`src/rtl/bitbakery_input_pkg.sv`:
```
// Shared definitions for the BitBakery input conditioner: channel-state
// encoding, channel map and the counter-width helper.
// Optional feature macro used by the slice: BITBAKERY_AUTO_REPEAT_EN.
package bitbakery_input_pkg;

    typedef enum logic [1:0] {
        SOLTO          = 2'b00,
        CONFIRMA_PRESS = 2'b01,
        PRESSIONADO    = 2'b10,
        CONFIRMA_SOLTA = 2'b11
    } chan_state_e;

    localparam int NUM_CHANNELS  = 8;
    localparam int NUM_BUTTONS   = 7;
    localparam int START_CHANNEL = 7;

    // Width able to hold the largest of the three cycle counts.
    function automatic int cnt_width(input int a, input int b, input int c);
        int m;
        m = a;
        if (b > m) m = b;
        if (c > m) m = c;
        return $clog2(m + 1);
    endfunction

endpackage

```
`src/rtl/bitbakery_input_conditioner_if.sv`:
```
// Board-side button bus of the input conditioner.
// master: board/bench side, slave: the conditioner.
interface bitbakery_input_conditioner_if;
    import bitbakery_input_pkg::*;

    logic                   enable;
    logic [NUM_BUTTONS-1:0] botoes_in;
    logic                   iniciar_in;
    logic [NUM_BUTTONS-1:0] botoes;
    logic [NUM_BUTTONS-1:0] botoes_pulso;
    logic                   iniciar;
    logic                   algum_botao;
    logic [2:0]             codigo_botao;

    modport master (
        output enable, botoes_in, iniciar_in,
        input  botoes, botoes_pulso, iniciar, algum_botao, codigo_botao
    );

    modport slave (
        input  enable, botoes_in, iniciar_in,
        output botoes, botoes_pulso, iniciar, algum_botao, codigo_botao
    );

endinterface

```
`src/rtl/bitbakery_input_conditioner_debounce_channel.sv`:
```
// One input channel: inversion, 2-FF synchroniser, debounce FSM with
// saturating counter, registered level and press pulse.
// With BITBAKERY_AUTO_REPEAT_EN defined, REPEAT_EN channels also emit
// auto-repeat pulses while held.
module debounce_channel
    import bitbakery_input_pkg::*;
#(
    parameter int DEBOUNCE_CYCLES = 20,
    parameter int REPEAT_DELAY    = 500,
    parameter int REPEAT_PERIOD   = 150
`ifdef BITBAKERY_AUTO_REPEAT_EN
    , parameter bit REPEAT_EN     = 1'b1
`endif
) (
    input  logic clock,
    input  logic reset_in,
    input  logic raw_n,
    input  logic enable,
    output logic level,
    output logic pulse
);

    localparam int CNT_W = cnt_width(DEBOUNCE_CYCLES, REPEAT_DELAY, REPEAT_PERIOD);
    localparam logic [CNT_W-1:0] DEB_LAST = CNT_W'(DEBOUNCE_CYCLES - 1);

    function automatic logic [CNT_W-1:0] sat_inc(input logic [CNT_W-1:0] v);
        return (v == '1) ? v : v + 1'b1;
    endfunction

    logic             sync1, sync2;
    chan_state_e      state, state_nxt;
    logic [CNT_W-1:0] cnt, cnt_nxt;
    logic             press_evt;
    logic             pulse_evt;

    // Synchroniser on the inverted (active-high) raw input.
    always_ff @(posedge clock or negedge reset_in) begin
        if (!reset_in) begin
            sync1 <= 1'b0;
            sync2 <= 1'b0;
        end else begin
            // NOTE: non-blocking so sync2 takes the old sync1, giving two real stages.
            sync1 <= ~raw_n;
            sync2 <= sync1;
        end
    end

    // Debounce state and counter registers.
    always_ff @(posedge clock or negedge reset_in) begin
        if (!reset_in) begin
            state <= SOLTO;
            cnt   <= '0;
        end else begin
            state <= state_nxt;
            cnt   <= cnt_nxt;
        end
    end

    // Next state: a level change is accepted after DEBOUNCE_CYCLES equal samples.
    always_comb begin
        // NOTE: defaults first so every path assigns every output and no latch forms.
        state_nxt = state;
        cnt_nxt   = cnt;
        press_evt = 1'b0;
        unique case (state)
            SOLTO: begin
                if (sync2) begin
                    state_nxt = CONFIRMA_PRESS;
                    cnt_nxt   = CNT_W'(1);
                end
            end
            CONFIRMA_PRESS: begin
                if (!sync2) begin
                    state_nxt = SOLTO;
                    cnt_nxt   = '0;
                end else begin
                    cnt_nxt = sat_inc(cnt);
                    if (cnt >= DEB_LAST) begin
                        state_nxt = PRESSIONADO;
                        press_evt = 1'b1;
                    end
                end
            end
            PRESSIONADO: begin
                if (!sync2) begin
                    state_nxt = CONFIRMA_SOLTA;
                    cnt_nxt   = CNT_W'(1);
                end
            end
            CONFIRMA_SOLTA: begin
                if (sync2) begin
                    state_nxt = PRESSIONADO;
                    cnt_nxt   = '0;
                end else begin
                    cnt_nxt = sat_inc(cnt);
                    if (cnt >= DEB_LAST) state_nxt = SOLTO;
                end
            end
            default: state_nxt = SOLTO;
        endcase
    end

`ifdef BITBAKERY_AUTO_REPEAT_EN
    localparam logic [CNT_W-1:0] RD_LAST = CNT_W'(REPEAT_DELAY - 1);
    localparam logic [CNT_W-1:0] RP_LAST = CNT_W'(REPEAT_PERIOD - 1);

    logic [CNT_W-1:0] rpt_cnt;
    logic             rpt_after_first;
    logic             rpt_hold;
    logic             rpt_evt;

    // Repeat fires after REPEAT_DELAY on the first repeat, REPEAT_PERIOD afterwards.
    always_comb begin
        rpt_hold = (state == PRESSIONADO) && (state_nxt == PRESSIONADO);
        rpt_evt  = REPEAT_EN && rpt_hold &&
                   (rpt_cnt == (rpt_after_first ? RP_LAST : RD_LAST));
    end

    // Repeat counter: cleared on entry to PRESSIONADO, frozen outside it.
    always_ff @(posedge clock or negedge reset_in) begin
        if (!reset_in) begin
            rpt_cnt         <= '0;
            rpt_after_first <= 1'b0;
        end else if (state_nxt == PRESSIONADO && state != PRESSIONADO) begin
            rpt_cnt         <= '0;
            rpt_after_first <= 1'b0;
        end else if (rpt_evt) begin
            rpt_cnt         <= '0;
            rpt_after_first <= 1'b1;
        end else if (rpt_hold) begin
            rpt_cnt <= sat_inc(rpt_cnt);
        end
    end

    assign pulse_evt = press_evt | rpt_evt;
`else
    assign pulse_evt = press_evt;
`endif

    // Registered pulse, masked while disabled.
    always_ff @(posedge clock or negedge reset_in) begin
        if (!reset_in) pulse <= 1'b0;
        else           pulse <= enable & pulse_evt;
    end

    assign level = (state == PRESSIONADO) || (state == CONFIRMA_SOLTA);

endmodule

```
`src/rtl/bitbakery_input_conditioner.sv`:
```
// BitBakery input conditioner top: eight debounce channels (buttons 0..6
// and the start button), OR of the button levels and a priority encoder.
// Optional feature macro: BITBAKERY_AUTO_REPEAT_EN (buttons 0..6 only).
module bitbakery_input_conditioner
    import bitbakery_input_pkg::*;
#(
    parameter int DEBOUNCE_CYCLES = 20,
    parameter int REPEAT_DELAY    = 500,
    parameter int REPEAT_PERIOD   = 150
) (
    input  logic                          clock,
    input  logic                          reset_in,
    bitbakery_input_conditioner_if.slave  bus
);

    logic [NUM_CHANNELS-1:0] raw_n;
    logic [NUM_CHANNELS-1:0] lvl;
    logic [NUM_CHANNELS-1:0] pls;
    logic [2:0]              codigo;

    assign raw_n = {bus.iniciar_in, bus.botoes_in};

    for (genvar k = 0; k < NUM_CHANNELS; k++) begin : g_chan
        debounce_channel #(
            .DEBOUNCE_CYCLES(DEBOUNCE_CYCLES),
            .REPEAT_DELAY   (REPEAT_DELAY),
            .REPEAT_PERIOD  (REPEAT_PERIOD)
`ifdef BITBAKERY_AUTO_REPEAT_EN
            , .REPEAT_EN    (k != START_CHANNEL)
`endif
        ) u_chan (
            .clock   (clock),
            .reset_in(reset_in),
            .raw_n   (raw_n[k]),
            .enable  (bus.enable),
            .level   (lvl[k]),
            .pulse   (pls[k])
        );
    end

    // Lowest-numbered pressed button wins; 0 when nothing is held.
    always_comb begin
        codigo = '0;
        for (int i = NUM_BUTTONS - 1; i >= 0; i--) begin
            if (lvl[i]) codigo = 3'(i);
        end
    end

    assign bus.botoes       = lvl[NUM_BUTTONS-1:0];
    assign bus.botoes_pulso = pls[NUM_BUTTONS-1:0];
    // A start pulse only ever coincides with the start level being set.
    assign bus.iniciar      = pls[START_CHANNEL] & lvl[START_CHANNEL];
    assign bus.algum_botao  = |lvl[NUM_BUTTONS-1:0];
    assign bus.codigo_botao = codigo;

endmodule

```
`src/flat_wrapper.sv`:
```
// flat-port wrapper written by rule: the top's interface ports become plain ports
module bitbakery_input_conditioner_flat import bitbakery_input_pkg::*;
#(
    parameter int DEBOUNCE_CYCLES = 20,
    parameter int REPEAT_DELAY    = 500,
    parameter int REPEAT_PERIOD   = 150
)
  (clock, reset_in, bus_enable, bus_botoes_in, bus_iniciar_in, bus_botoes, bus_botoes_pulso, bus_iniciar, bus_algum_botao, bus_codigo_botao);
  bitbakery_input_conditioner_if bus_i ();
  input  logic clock;
  input  logic reset_in;
  input wire logic [$bits(bus_i.enable)-1:0] bus_enable;
  input wire logic [$bits(bus_i.botoes_in)-1:0] bus_botoes_in;
  input wire logic [$bits(bus_i.iniciar_in)-1:0] bus_iniciar_in;
  output wire logic [$bits(bus_i.botoes)-1:0] bus_botoes;
  output wire logic [$bits(bus_i.botoes_pulso)-1:0] bus_botoes_pulso;
  output wire logic [$bits(bus_i.iniciar)-1:0] bus_iniciar;
  output wire logic [$bits(bus_i.algum_botao)-1:0] bus_algum_botao;
  output wire logic [$bits(bus_i.codigo_botao)-1:0] bus_codigo_botao;
  assign bus_i.enable = bus_enable;
  assign bus_i.botoes_in = bus_botoes_in;
  assign bus_i.iniciar_in = bus_iniciar_in;
  assign bus_botoes = bus_i.botoes;
  assign bus_botoes_pulso = bus_i.botoes_pulso;
  assign bus_iniciar = bus_i.iniciar;
  assign bus_algum_botao = bus_i.algum_botao;
  assign bus_codigo_botao = bus_i.codigo_botao;
  bitbakery_input_conditioner #(.DEBOUNCE_CYCLES(DEBOUNCE_CYCLES), .REPEAT_DELAY(REPEAT_DELAY), .REPEAT_PERIOD(REPEAT_PERIOD)) u_core (.clock(clock), .reset_in(reset_in), .bus(bus_i));
endmodule
```
`config.mk`:
```
export PLATFORM = sky130hd
export DESIGN_NAME = bitbakery_input_conditioner_flat
export DESIGN_NICKNAME = d
export VERILOG_FILES = /design/src/rtl/bitbakery_input_pkg.sv /design/src/rtl/bitbakery_input_conditioner_if.sv /design/src/rtl/bitbakery_input_conditioner_debounce_channel.sv /design/src/rtl/bitbakery_input_conditioner.sv /design/src/flat_wrapper.sv
export SDC_FILE = /design/constraint.sdc
export NUM_CORES = 1
export LEC_CHECK = 0
export ABC_AREA = 1
export CORE_ASPECT_RATIO = 1.25
export CORE_UTILIZATION = 61
export DETAILED_ROUTE_END_ITERATION = 10
export HOLD_SLACK_MARGIN = 0.12
export PLACE_DENSITY = 0.8
export SETUP_SLACK_MARGIN = 0.3
export SLEW_MARGIN = 30
export SYNTH_ARGS = -nofsm -noshare
export SYNTH_HDL_FRONTEND = slang
export SYNTH_SLANG_ARGS = --single-unit
```
`constraint.sdc`:
```
create_clock -name clock -period 1.7 [get_ports clock]
set_input_delay 0.255 -clock clock [delete_from_list [all_inputs] [get_ports clock]]
set_output_delay 0.255 -clock clock [all_outputs]
set_load 0.005 [all_outputs]
```
==> results of run 1 <==
-- flip-flops by register name (all words and copies together) (netlist names), named ones only --
| signal | flops |
|---|---|
| u_core.g_chan.u_chan.pulse | 8 |
| u_core.g_chan.u_chan.cnt | 72 |
| u_core.g_chan.u_chan.sync2 | 8 |
| u_core.g_chan.u_chan.state | 8 |
| u_core.g_chan.u_chan.sync1 | 8 |
-- power breakdown --
group / internal, µW / leakage (µW) / switching (µW)
logic: 1460 / 0.00259 / 1760
registers: 2880 / 0.00147 / 359
clock network: 1190 / 0.000145 / 1030
-- cells by family after synthesis --
family / share of synthesized area [%]
XOR/XNOR: 1.407
flip-flops: 43.76
buffers and inverters: 11.76
adder cells (fa/ha/maj): 1.563
AND/OR/NAND/NOR: 34.15
AO/OA/AOI/OAI: 7.365
-- final timing paths --
path | start | cells after the start | end
worst max-delay path | register | 5 | bus_codigo_botao[0]
worst min register to register | u_core.g_chan[3].u_chan.sync1 | 0 | u_core.g_chan[3].u_chan.sync2
worst max register to register | register | 11 | u_core.g_chan[2].u_chan.cnt[5]
worst min-delay path | u_core.g_chan[3].u_chan.sync1 | 0 | u_core.g_chan[3].u_chan.sync2
max in group asynchronous | reset_in | 3 | u_core.g_chan[4].u_chan.cnt[2]
min in group asynchronous | reset_in | 2 | u_core.g_chan[6].u_chan.cnt[3]
-- final cells by class --
class / count / area share, %
Multi-Input combinational cell: 584 / 43.50
Clock inverter: 6 / 0.7805
Inverter: 142 / 6.417
Sequential cell: 112 / 32.49
Clock buffer: 10 / 2.761
Tap cell: 129 / 1.864
Timing Repair Buffer: 115 / 12.18
-- cells in the final DEF (no fill, tap or decap), drive strengths merged --
master,netlist,layout
a31oi,3,3
clkdlybuf4s50,0,9
o21ai,47,47
nand3b,1,1
buf,26,96
clkbuf,8,11
dfrtp,112,112
clkinv,0,2
clkdlybuf4s15,0,1
nand3,107,111
a21oi,23,23
nand4,31,31
or2,5,5
clkinvlp,0,2
dlygate4sd2,0,7
nand2,251,251
ha,8,8
nor3,13,13
nor4,1,1
inv,142,143
xnor2,6,6
o21a,1,1
bufinv,0,1
dlygate4sd3,0,1
a21boi,5,5
o21bai,2,2
o211ai,3,3
a311oi,1,1
nor2,71,71
and2,1,1
-- routing by layer --
layer  up-vias  GRT usage, %  wire (µm)
li1       2972             -          -
met1      3237         37.80       7234
met2       453         58.09      10370
met3       146         5.599       1451
met4         0         15.59       1184
met5         -             0          0
-- repair_timing --
action                                  4_1_cts  5_1_grt
cloned                                        1        3
endpoints found under the setup margin       92       98
resized for setup                           143      205
buffers inserted                             46       21
pin swaps                                    36       59
hold buffers                                  1        0
hold endpoints to repair                     26        0
-- per-stage QoR --
stage               total power [µW]  hold WS (ns)  TNS [ns]  utilization [%]
floorplan                       4335      -0.04059         0                -
global placement                4894        0.2240         0            66.89
detailed placement              4969        0.2173         0            66.89
CTS                             7665        0.3602         0            76.89
global route                    9033        0.3667   -0.1376            85.23
finish                          8680        0.3579         0            85.23
==> results.py, run 1 <==
metrics = {
    "final_layout": {
        "final_cells": 1098,
        "diodes": 0,
        "num-fill-cells": 496,
        "area_growth_pct": 35.16,
        "layout.nets": 983,
        "multiInputGateArea_um2": 3766,
        "seqCellArea_um2": 2813,
        "stdcell_area_um2": 8657,
        "drive_above_1_share_pct": 33.64,
    },
    "place": {
        "gp_congestion": 0.9073,
        "place_ws_ns": 0.01602,
        "port_buffers": 29,
        "dpl_cell_area_um2": 6794,
        "dp_hpwl_mm": 10.17,
        "placedCellCount": 1010,
    },
    "floorplan": {
        "dieHeight_um": 116.6,
        "core-area_um2": 10160,
        "std_cell_rows": 41,
        "die_w_um": 93.65,
        "die_area_um2": 10920,
        "ios": 30,
        "start_util_pct": 63.06,
    },
    "setup_path": {
        "path_buf_inv": 4,
        "crit_path_top_delay_cell": "dfrtp_1",
        "crit_required_ns": 1.44,
        "cp.arrival_ns": 1.43,
        "path_delay_family": "buffers and inverters",
        "worstSetupEndpointType": "output port",
        "worst_setup_path_start_kind": "register",
        "regToRegSetupSlack_ns": 0.07,
        "max_stage_delay_ns": 0.43,
        "crit_path_max_fanout": 7,
        "crit_chain": "buf_4, buf_6, buf_6, a21oi_2, buf_2",
        "crit_type": "register to output port",
        "path_common_cell": "buf_6",
    },
    "routing": {
        "dr.pass1.iters": 6,
        "ant_nets": 0,
        "drt_iter0_markers": 786,
        "via_per_inst": 6.200,
        "drt_wl_total_mm": 20.24,
        "num_vias": 6808,
        "wl_per_cell_um": 18.43,
        "drc": 0,
    },
    "global_routing": {
        "grt_use_total_pct": 32.47,
        "antenna_found_initial": 0,
        "grt-ovfl-total": 0,
        "grt_pass1_wl_mm": 27.46,
        "first_global_vias": 5990,
        "grt_max_degree": 36,
    },
    "logic_synthesis": {
        "synthTopCellsByArea": "dfrtp_1 44%, nand2_1 14%, inv_1 8.1%",
        "ys_seq_area_share_pct": 43.76,
        "synth_top_area_share_pct": 43.76,
        "ys_types": 35,
        "syn_area_um2": 6405,
        "synth_edf_count": 0,
        "async_flop_share_pct": 100.0,
        "synth_most_common_cell": "nand2_1",
        "synth_common_cells": "246 x nand2_1, 138 x inv_1, 112 x dfrtp_1",
        "ys_ff_latch": 112,
        "syn_avg_cell_area_um2": 7.379,
        "syn-num-nets": 887,
        "synthFlopType": "dfrtp_1",
        "netlist_instances": 868,
        "yosys.area.top_type": "dfrtp_1",
        "yosys_warnings": 0,
    },
    "cts": {
        "cts_max_path_buffers": 2,
        "cts_tree": "yes",
        "htree_levels": 3,
        "cts-root-buf": "clkbuf_16",
        "cts.sinks": 112,
        "clk_latency_ns": 0.36,
        "cts.clk_slew.worst_paths_ns": 0.08,
        "cts_buffers": 9,
    },
    "sta": {
        "rsz0062_at_grt": "yes",
        "layout_min_cycle_time_ns": 1.687,
        "fin_ws_ns": 0.01329,
        "timing.fmax_mhz": 592.9,
        "tightestPinTransition_ns": 0.5685,
        "period_share_pct": 99.22,
        "skew_ns": 0.01252,
        "finalHoldViolCount": 0,
        "relSlewSlack_pct": 62.10,
        "maxSlewViolCount": 0,
        "setup_viol": 0,
    },
    "pwr": {
        "vdd_drop_max_uv": 636.2,
        "power.density_nw_per_um2": 1003,
        "cellLeakagePower_uw": 0.004200,
    },
    "run": {
        "maxCapViolCount": 0,
    },
    "min_path": {
        "hp-class": "register to register",
    },
    "status": {
        "outcome": "complete, no violations",
    },
}
Note: power is estimated with default switching activity, not from simulation.
==> inputs of run 2 (changes only) <==
CTS_BUF_LIST = sky130_fd_sc_hd__clkbuf_16   (was unset)
==> run 2 against run 1 <==
Net effect: cell area grew 0.81%; routed wire length increased by 7.6%; first-iteration DRC count increased by 9.9%; worst hold slack gained 0.0012 ns.
==> results.py, run 2 (synthesized netlist as in run 1, its figures left out) <==
metrics = {
    "min_path": {
        "min_path_cells": 0,
        "min_from": "u_core.g_chan[3].u_chan.sync1",
        "hp-class": "register to register",
        "whs_endpoint": "u_core.g_chan[3].u_chan.sync2",
    },
    "sta": {
        "final.setup.tns_ns": 0,
        "timing.fmax_mhz": 592.2,
        "skew_ns": 0.008751,
        "relSlewSlack_pct": 63.69,
        "setup_viol": 0,
        "rsz0062_at_grt": "yes",
        "finalHoldViolCount": 0,
        "tightestPinTransition_ns": 0.5446,
        "maxSlewViolCount": 0,
        "layout_min_cycle_time_ns": 1.689,
        "period_share_pct": 99.34,
    },
    "routing": {
        "met3_length_mm": 1.865,
        "drt_wl_total_mm": 21.77,
        "wl_met1_mm": 7.485,
        "via_per_inst": 6.338,
        "drt_iter0_markers": 864,
        "num_vias": 6985,
        "dr_wl_met2_mm": 11.14,
        "drc": 0,
        "wl_per_cell_um": 19.75,
        "top_layer": "met4",
        "ant_nets": 0,
        "dr.pass1.iters": 6,
    },
    "place": {
        "port_buffers": 29,
        "dp_hpwl_mm": 10.17,
        "dpl_cell_area_um2": 6794,
        "gp_congestion": 0.9073,
    },
    "global_routing": {
        "grt_use_total_pct": 32.55,
        "first_global_vias": 5990,
        "grt_pass1_wl_mm": 27.52,
        "grt-ovfl-total": 0,
        "antenna_found_initial": 0,
        "grt_max_degree": 36,
    },
    "cts": {
        "cts.sinks": 112,
        "cts.clk_slew.worst_paths_ns": 0.08,
        "cts_buffers": 9,
        "cts_tree": "yes",
        "cts-root-buf": "clkbuf_16",
        "clk_latency_ns": 0.37,
        "htree_levels": 3,
        "cts_max_path_buffers": 2,
    },
    "final_layout": {
        "diodes": 0,
        "layout.nets": 987,
        "final_cell_mix": "197 x nand2_1, 119 x inv_1, 104 x dfrtp_1, 67 x nand3_1, 47 x buf_4",
        "stdcell_area_um2": 8727,
        "mostFrequentLayoutCell": "nand2_1",
        "top_register": "u_core.g_chan.u_chan.cnt",
        "area_growth_pct": 36.26,
        "drive_above_1_share_pct": 34.12,
        "largest_reg_flops": 72,
    },
    "setup_path": {
        "cp.arrival_ns": 1.43,
        "worstSetupEndpointType": "output port",
        "crit_path_max_fanout": 7,
        "worst_setup_path_start_kind": "register",
        "crit_type": "register to output port",
        "r2r-end": "u_core.g_chan[2].u_chan.cnt[5]",
        "r2r_cells": 11,
        "regToRegSetupSlack_ns": 0.09,
        "crit_required_ns": 1.44,
    },
    "pwr": {
        "cellLeakagePower_uw": 0.004230,
        "power.density_nw_per_um2": 1016,
        "vdd_drop_max_uv": 713.0,
    },
    "floorplan": {
        "ios": 30,
        "die_area_um2": 10920,
        "std_cell_rows": 41,
        "start_util_pct": 63.06,
        "core-area_um2": 10160,
        "dieHeight_um": 116.6,
        "die_w_um": 93.65,
    },
    "status": {
        "outcome": "complete, no violations",
    },
    "run": {
        "maxCapViolCount": 0,
    },
}
==> run 2: changes by cell type in the layout (fill, tap and decap cells not counted) <==
cell and change:
nand3_2 +3, buf_6 +4, a21oi_1 -1, nand2_2 -2, inv_4 -1, a21oi_2 +1
nand2_8 +1, inv_8 +1, nand3_1 -3, clkbuf_8 -1, nand2_1 +1, clkinv_1 +1
==> run 2: cell type report <==
| cell class | count | area, µm² |
|---|---|---|
| Multi-Input combinational cell | 584 | 3796 |
| Sequential cell | 112 | 2813 |
| Fill cell | 486 | 1430 |
| Timing Repair Buffer | 119 | 1100 |
| Inverter | 142 | 560.5 |
| Clock buffer | 9 | 225.2 |
| Tap cell | 129 | 161.4 |
| Clock inverter | 7 | 71.32 |
==> run 2: worst max path at each step <==
stage	startpoint	end	slack [ns]	depth (start not counted)
after floorplan	u_core.g_chan[6].u_chan.cnt[0]	register	0.34	6
after global placement	register	bus_codigo_botao[2]	0.01	4
after detailed placement	register	bus_codigo_botao[2]	0.02	4
after CTS	register	bus_codigo_botao[2]	0.07	4
after global routing	register	bus_codigo_botao[2]	-0.09	4
final	register	bus_codigo_botao[0]	0.01	5
==> run 2: worst max-delay path, cell delays in order (launching register included) <==
cell,delay (ns)
dfrtp_1,0.42
buf_4,0.15
buf_6,0.11
buf_6,0.13
a21oi_2,0.12
buf_2,0.13
==> run 2: metrics by stage <==
step                worst slack, ns  cells  power [µW]  util, %  hold WS [ns]
detailed placement          0.01602   1010        4969    66.89        0.2173
finish                      0.01130   1102        8868    85.92        0.3591
CTS                         0.06616   1074        7618    76.79        0.3598
global placement            0.01424   1010        4894    66.89        0.2240
floorplan                    0.3404    868        4335        -      -0.04059
global route               -0.09226   1102        9219    85.92        0.3662
==> run 2: where the power goes <==
| part | total (µW) | leakage, µW | switching, µW | internal [µW] |
|---|---|---|---|---|
| Sequential | 3240 | 0.00147 | 365 | 2880 |
| Combinational | 3430 | 0.00262 | 1870 | 1550 |
| Clock | 2200 | 0.000139 | 1050 | 1150 |
| Total | 8870 | 0.00423 | 3290 | 5580 |
==> run 2: what timing repair did <==
| item | 4_1_cts | 5_1_grt |
|---|---|---|
| endpoints found under the setup margin | 92 | 97 |
| hold buffers | 1 | 0 |
| pin swaps | 36 | 62 |
| cloned | 1 | 3 |
| gates resized for setup | 143 | 217 |
| endpoints found under the hold margin | 26 | 0 |
| setup buffers | 46 | 25 |
==> run 2: per-layer routing <==
layer	global-route usage, %	up-vias
li1	-	2980
met1	38.02	3320
met2	58.53	525
met3	5.469	160
met4	14.97	0
met5	0	-
